**config.mk**
```make
export PLATFORM = sky130hd
export DESIGN_NAME = nn_coeff_regbank
export DESIGN_NICKNAME = d
export VERILOG_FILES = /design/src/rtl/nn_regbank_pkg.sv /design/src/rtl/nn_reg_addr_decode.sv /design/src/rtl/nn_coeff_regbank.sv
export SDC_FILE = /design/constraint.sdc
export NUM_CORES = 1
export LEC_CHECK = 0
export ABC_AREA = 1
export CORE_MARGIN = 2
export CORE_UTILIZATION = 52
export CTS_CLUSTER_DIAMETER = 100
export DETAILED_ROUTE_END_ITERATION = 10
export GPL_ROUTABILITY_DRIVEN = 0
export PLACE_DENSITY = 0.88
export SETUP_SLACK_MARGIN = 0.2
export SLEW_MARGIN = 5
export SYNTH_ARGS = -nofsm -noshare
export SYNTH_HDL_FRONTEND = slang
export SYNTH_HIERARCHICAL = 1
export SYNTH_SLANG_ARGS = --single-unit
```
**constraint.sdc**
```tcl
create_clock -name Clock_i -period 4.2 [get_ports Clock_i]
set_clock_uncertainty 0.1 [all_clocks]
set_input_delay 1.26 -clock Clock_i [delete_from_list [all_inputs] [get_ports Clock_i]]
set_output_delay 1.26 -clock Clock_i [all_outputs]
set_load 0.005 [all_outputs]
```
**src/rtl/nn_regbank_pkg.sv**
```systemverilog
// Shared constants for the neuron-core register bank: register indices, status bits, run FSM encoding.
package nn_regbank_pkg;

  localparam int IDX_W = 7;

  // Register indices past the coefficient block; add N_COEFF to get the absolute index.
  localparam int IDX_OFFSET = 0;
  localparam int IDX_INPUT  = 1;
  localparam int IDX_START  = 2;
  localparam int IDX_STATUS = 3;

  localparam int ST_BUSY = 0;
  localparam int ST_DONE = 1;
  localparam int ST_ERR  = 2;

  typedef enum logic [1:0] {
    IDLE  = 2'd0,
    START = 2'd1,
    RUN   = 2'd2
  } run_state_e;

endpackage

```
**src/rtl/nn_reg_addr_decode.sv**
```systemverilog
// Combinational bus-address decode shared by the write and read paths of the register bank.
module nn_reg_addr_decode
  import nn_regbank_pkg::*;
#(
  parameter int          N_COEFF = 20,
  parameter int          ADDR_W  = 9,
  parameter int unsigned BASE    = 32'h100
) (
  input  logic [ADDR_W-1:0] addr_i,
  output logic              hit_o,
  output logic              aligned_o,
  output logic [IDX_W-1:0]  index_o
);

  localparam int unsigned LAST = BASE + 4 * (N_COEFF + 3);

  logic [31:0]       addr_ext;
  logic [ADDR_W-1:0] offs;

  assign addr_ext  = 32'(addr_i);
  assign offs      = addr_i - ADDR_W'(BASE);
  assign aligned_o = (addr_i[1:0] == 2'b00);
  // Range check only; callers combine it with aligned_o.
  assign hit_o     = (addr_ext >= BASE) && (addr_ext <= LAST);
  assign index_o   = IDX_W'(offs >> 2);

endmodule

```
**src/rtl/nn_coeff_regbank.sv**
```systemverilog
// Host-visible register bank and run FSM for the neuron core.
// Readback of coeff/offset/input is built only when NN_REG_READBACK_EN is defined; status is always readable.
module nn_coeff_regbank
  import nn_regbank_pkg::*;
#(
  parameter int          N_COEFF = 20,
  parameter int          DATA_W  = 16,
  parameter int          ADDR_W  = 9,
  parameter int unsigned BASE    = 32'h100
) (
  input  logic                      Clock_i,
  input  logic                      Reset_i,
  input  logic [ADDR_W-1:0]         Address_i,
  input  logic                      Write_i,
  input  logic                      Read_i,
  input  logic [DATA_W-1:0]         WriteData_i,
  output logic [DATA_W-1:0]         ReadData_o,
  output logic                      ReadValid_o,
  output logic [N_COEFF*DATA_W-1:0] CoeffFlat_o,
  output logic [DATA_W-1:0]         Offset_o,
  output logic [DATA_W-1:0]         Entrada_o,
  output logic                      StartPulse_o,
  input  logic                      CoreDone_i,
  output logic                      Busy_o,
  output logic                      WriteError_o
);

  localparam logic [IDX_W-1:0] I_OFF    = IDX_W'(N_COEFF + IDX_OFFSET);
  localparam logic [IDX_W-1:0] I_IN     = IDX_W'(N_COEFF + IDX_INPUT);
  localparam logic [IDX_W-1:0] I_START  = IDX_W'(N_COEFF + IDX_START);
  localparam logic [IDX_W-1:0] I_STATUS = IDX_W'(N_COEFF + IDX_STATUS);

  logic [DATA_W-1:0] coeff_q [N_COEFF];
  logic [DATA_W-1:0] coeff_d [N_COEFF];
  logic [DATA_W-1:0] offset_q, offset_d, input_q, input_d;
  logic [DATA_W-1:0] rdata_q, rdata_d, rd_val, status_val;
  logic              rvalid_q, done_q, done_d, err_q, err_d;
  run_state_e        state_q, state_d;

  logic              dec_hit, dec_aligned, mapped, busy;
  logic              wr_reg, wr_start, wr_status, err_set, done_set;
  logic [IDX_W-1:0]  dec_index;

  nn_reg_addr_decode #(
    .N_COEFF (N_COEFF),
    .ADDR_W  (ADDR_W),
    .BASE    (BASE)
  ) u_decode (
    .addr_i    (Address_i),
    .hit_o     (dec_hit),
    .aligned_o (dec_aligned),
    .index_o   (dec_index)
  );

  assign mapped    = dec_hit && dec_aligned;
  assign busy      = (state_q != IDLE);
  assign wr_reg    = Write_i && mapped && (dec_index < I_START);
  assign wr_start  = Write_i && mapped && (dec_index == I_START);
  assign wr_status = Write_i && mapped && (dec_index == I_STATUS);
  assign done_set  = (state_q == RUN) && CoreDone_i;
  assign err_set   = (Write_i && !mapped) || (wr_reg && busy) || (wr_start && busy);

  // NOTE: every always_comb output gets a default first so no path can infer a latch.
  always_comb begin
    coeff_d  = coeff_q;
    offset_d = offset_q;
    input_d  = input_q;
    state_d  = state_q;

    if (wr_reg && !busy) begin
      if (dec_index == I_OFF) begin
        offset_d = WriteData_i;
      end else if (dec_index == I_IN) begin
        input_d = WriteData_i;
      end else begin
        for (int i = 0; i < N_COEFF; i++) begin
          if (dec_index == IDX_W'(i)) coeff_d[i] = WriteData_i;
        end
      end
    end

    unique case (state_q)
      IDLE:    if (wr_start) state_d = START;
      START:   state_d = RUN;
      RUN:     if (CoreDone_i) state_d = IDLE;
      default: state_d = IDLE;
    endcase

    // A set event in the same cycle as a W1C clear keeps the flag set.
    done_d = done_set | (done_q & ~(wr_status & WriteData_i[ST_DONE]));
    err_d  = err_set  | (err_q  & ~(wr_status & WriteData_i[ST_ERR]));
  end

  always_comb begin
    status_val          = '0;
    status_val[ST_BUSY] = busy;
    status_val[ST_DONE] = done_q;
    status_val[ST_ERR]  = err_q;

    rd_val = '0;
    if (mapped) begin
`ifdef NN_REG_READBACK_EN
      if (dec_index == I_OFF) rd_val = offset_q;
      if (dec_index == I_IN)  rd_val = input_q;
      for (int i = 0; i < N_COEFF; i++) begin
        if (dec_index == IDX_W'(i)) rd_val = coeff_q[i];
      end
`endif
      if (dec_index == I_STATUS) rd_val = status_val;
    end
    rdata_d = Read_i ? rd_val : rdata_q;
  end

  // NOTE: state uses non-blocking assignments so every register samples pre-edge values.
  always_ff @(posedge Clock_i) begin
    if (Reset_i) begin
      // NOTE: the coefficient array is reset too, because its contents drive the datapath directly.
      for (int i = 0; i < N_COEFF; i++) coeff_q[i] <= '0;
      offset_q <= '0;
      input_q  <= '0;
      rdata_q  <= '0;
      rvalid_q <= 1'b0;
      done_q   <= 1'b0;
      err_q    <= 1'b0;
      state_q  <= IDLE;
    end else begin
      coeff_q  <= coeff_d;
      offset_q <= offset_d;
      input_q  <= input_d;
      rdata_q  <= rdata_d;
      rvalid_q <= Read_i;
      done_q   <= done_d;
      err_q    <= err_d;
      state_q  <= state_d;
    end
  end

  for (genvar g = 0; g < N_COEFF; g++) begin : g_flat
    assign CoeffFlat_o[g*DATA_W +: DATA_W] = coeff_q[g];
  end

  assign Offset_o     = offset_q;
  assign Entrada_o    = input_q;
  assign ReadData_o   = rdata_q;
  assign ReadValid_o  = rvalid_q;
  assign StartPulse_o = (state_q == START);
  assign Busy_o       = busy;
  assign WriteError_o = err_q;

endmodule

```
==> flow_summary.json <==
{
  "outcome": "finished clean",
  "grt-ovfl-total": 0,
  "initial_core_util": 0.531,
  "drtPass1Iterations": 5,
  "synth_xor_area_frac": 0,
  "cts_sinks": 360,
  "synth_top_cell_area_share": 0.504,
  "finalHoldViolCount": 0,
  "path_cells": "clkdlybuf4s50_1 -> inv_1 -> or2_1 -> a21oi_1 -> nand3_1 -> nor2_4 -> nand3_4 -> buf_4 -> nor2_4 -> buf_4 -> nand2_1 -> nand2_1 -> nor2_1",
  "worstSetupEndpointType": "flop",
  "antenna_found_initial": 2,
  "fin_tns_setup_ns": 0,
  "core-area_sq_um": 27000,
  "yosys.area_share.adder": 0,
  "dieWidth_um": 170,
  "fin_crit_ns": 3.59,
  "critPathMaxFanout": 32,
  "ys_ff_latch": 360,
  "cts.clk_slew.worst_paths_ns": 0.06,
  "cts_resized": 0,
  "dr.first_iter.drc_count": 1138,
  "clk_latency_ns": 0.51,
  "dpl_cell_area_sq_um": 18400,
  "worst_pin_slew_ns": 0.897,
  "max_stage_delay_ns": 0.53,
  "muxShareOfSynthArea": 0,
  "pin_count": 402,
  "dieArea_sq_um": 28900,
  "drc": 0,
  "drt-vias-per-instance": 4.98,
  "wl_um": 46500,
  "yosysUniqueCellTypes": 25,
  "die-height_um": 170,
  "synth_compound_area_frac": 0.00280,
  "min_path_type": "reg2reg",
  "cts_buffers": 38,
  "p_per_area_nw_per_um2": 356,
  "dp_cells": 2801,
  "routedWlPerCell_um": 16.2,
  "nNetsFinal": 2530,
  "timing.slew.headroom": 0.402,
  "cts_tree": "built",
  "clock-root-buffer": "clkbuf_16",
  "rsz0062_at_grt": "false",
  "max_cap_violations": 0,
  "hpwlAfterDp_um": 31000,
  "grt_pass1_wl_um": 70900,
  "cp_slowest_cell": "clkdlybuf4s50_1",
  "gr-usage-all-layers": 0.315,
  "vias": 14300,
  "critPathKind": "in2reg",
  "max_freq_mhz": 278,
  "peakVddDrop_mv": 0.382,
  "drive_gt1_frac": 0.0495,
  "grt_pass1_vias": 13300,
  "cts_setup_buffers": 0,
  "synthSimpleGateAreaFrac": 0.407,
  "syn_area_sq_um": 14300,
  "cts_hold_buf": 0,
  "ys_seq_area_frac": 0.504,
  "syn_area_per_cell_sq_um": 6.64,
  "syn_inst": 2156,
  "synthTopCellsByArea": "dfxtp_1 (50%), nand2_1 (20%), nor2_1 (19%)",
  "utilization": 0.727,
  "final_cells": 2866,
  "grt_max_degree": 97,
  "worstPathRequired_ns": 4.50,
  "min_period_over_period": 0.856,
  "fin_area_sq_um": 19600,
  "crit_arrival_ns": 3.89,
  "yosys_warnings": 6,
  "drv_slew": 0,
  "htreeDepth": 2,
  "start_kind": "input port",
  "portBuffers": 388,
  "cts_buffer_depth": 3,
  "finalSetupViolations": 0,
  "area_delta_synth_final_pct": 36.8,
  "p_leak_nw": 8.48,
  "rows": 60,
  "synth_top_family_by_area": "simple AND/OR/NAND/NOR gates",
  "power_w": 0.00697,
  "ant_nets": 0,
  "yosysTopAreaCell": "dfxtp_1"
}
flip-flops by register name, indices dropped and copies added, names as in the netlist:
register / cells
ReadValid_o: 1
WriteError_o: 1
Entrada_o: 16
done_q: 1
CoeffFlat_o: 320
state_q: 2
Offset_o: 16
ReadData_o: 3
critical path, delay by kind of cell:
family / cells / cell delay (ns)
AND/OR/NAND/NOR: 8 / 1.26
AO/OA/AOI/OAI: 1 / 0.18
buffers and inverters: 4 / 1.17
metal layers:
metal / vias up / track usage / wire (um)
li1: 6970 / - / -
met5: - / 0 / 13
met3: 177 / 0.0916 / 4430
met4: 2 / 0.179 / 2770
met1: 6443 / 0.352 / 17200
met2: 672 / 0.539 / 22100
kinds of logic (layout without fill, tap and decap cells):
group,after synthesis,in the layout
AO/OA/AOI/OAI,7,7
buffers and inverters,274,630
flip-flops,360,360
other,1,14
AND/OR/NAND/NOR,1514,1514
metrics by stage:
| step | hold slack [ns] | setup WS, ns |
|---|---|---|
| 6_report | 0.380 | 0.606 |
| 3_5_place_dp | 0.370 | 0.152 |
| 2_1_floorplan | 0.334 | 1.22 |
| 4_1_cts | 0.384 | 0.676 |
| 5_1_grt | 0.395 | 0.487 |
| 3_3_place_gp | 0.362 | 0.212 |
cell usage in the layout, fill, tap and decap left out, drive strengths merged:
cell           instances
nor2                 747
nand2                744
clkdlybuf4s50        388
dfxtp                360
inv                  132
clkbuf                53
buf                   47
conb                  13
nand3                 12
clkinv                 8
nand4                  7
o21ai                  3
nor3                   2
a21oi                  2
bufinv                 2
or2                    2
diode                  1
o21a                   1
o21bai                 1
area by class of cell:
cell class                      instances  area, sq um
Clock inverter                         11          113
Antenna cell                            1         2.50
Tap cell                              341          427
Clock buffer                           53         1080
Fill cell                            1974         7370
Inverter                              131          499
Sequential cell                       360         7210
Timing Repair Buffer                  435         4320
Multi-Input combinational cell       1534         5930
synthesized netlist by cell type:
| cell type | n |
|---|---|
| a21oi_1 | 2 |
| buf_1 | 6 |
| buf_2 | 22 |
| buf_4 | 45 |
| buf_6 | 1 |
| clkbuf_1 | 69 |
| clkinv_1 | 1 |
| conb_1 | 1 |
| dfxtp_1 | 360 |
| inv_1 | 128 |
| inv_2 | 2 |
| nand2_1 | 744 |
| nand3_1 | 10 |
| nand3_2 | 1 |
| nand3_4 | 1 |
| nand4_1 | 7 |
| nor2_1 | 735 |
| nor2_2 | 1 |
| nor2_4 | 11 |
| nor3_1 | 2 |
| o21a_1 | 1 |
| o21ai_0 | 3 |
| o21bai_1 | 1 |
| or2_0 | 1 |
| or2_1 | 1 |
worst paths after layout:
path | startpoint | end | slack (ns) | cells after the start
worst max-delay path | Address_i[8] | CoeffFlat_o[137]$_SDFFE_PP0P_ | 0.61 | 13
worst min-delay path | CoeffFlat_o[30]$_SDFFE_PP0P_ | CoeffFlat_o[30]$_SDFFE_PP0P_ | 0.38 | 2
worst max register to register | state_q[1]$_SDFFE_PP0P_ | CoeffFlat_o[137]$_SDFFE_PP0P_ | 2.16 | 8
worst min register to register | CoeffFlat_o[30]$_SDFFE_PP0P_ | CoeffFlat_o[30]$_SDFFE_PP0P_ | 0.38 | 2
power breakdown:
part	leakage (nW)	switching (W)	internal, W
Clock	0.591	0.00135	0.00191
Sequential	2.90	0.00000107	0.00342
Combinational	4.99	0.000217	0.0000808
Total	8.48	0.00157	0.00541
(Power assumes the default switching activity.)
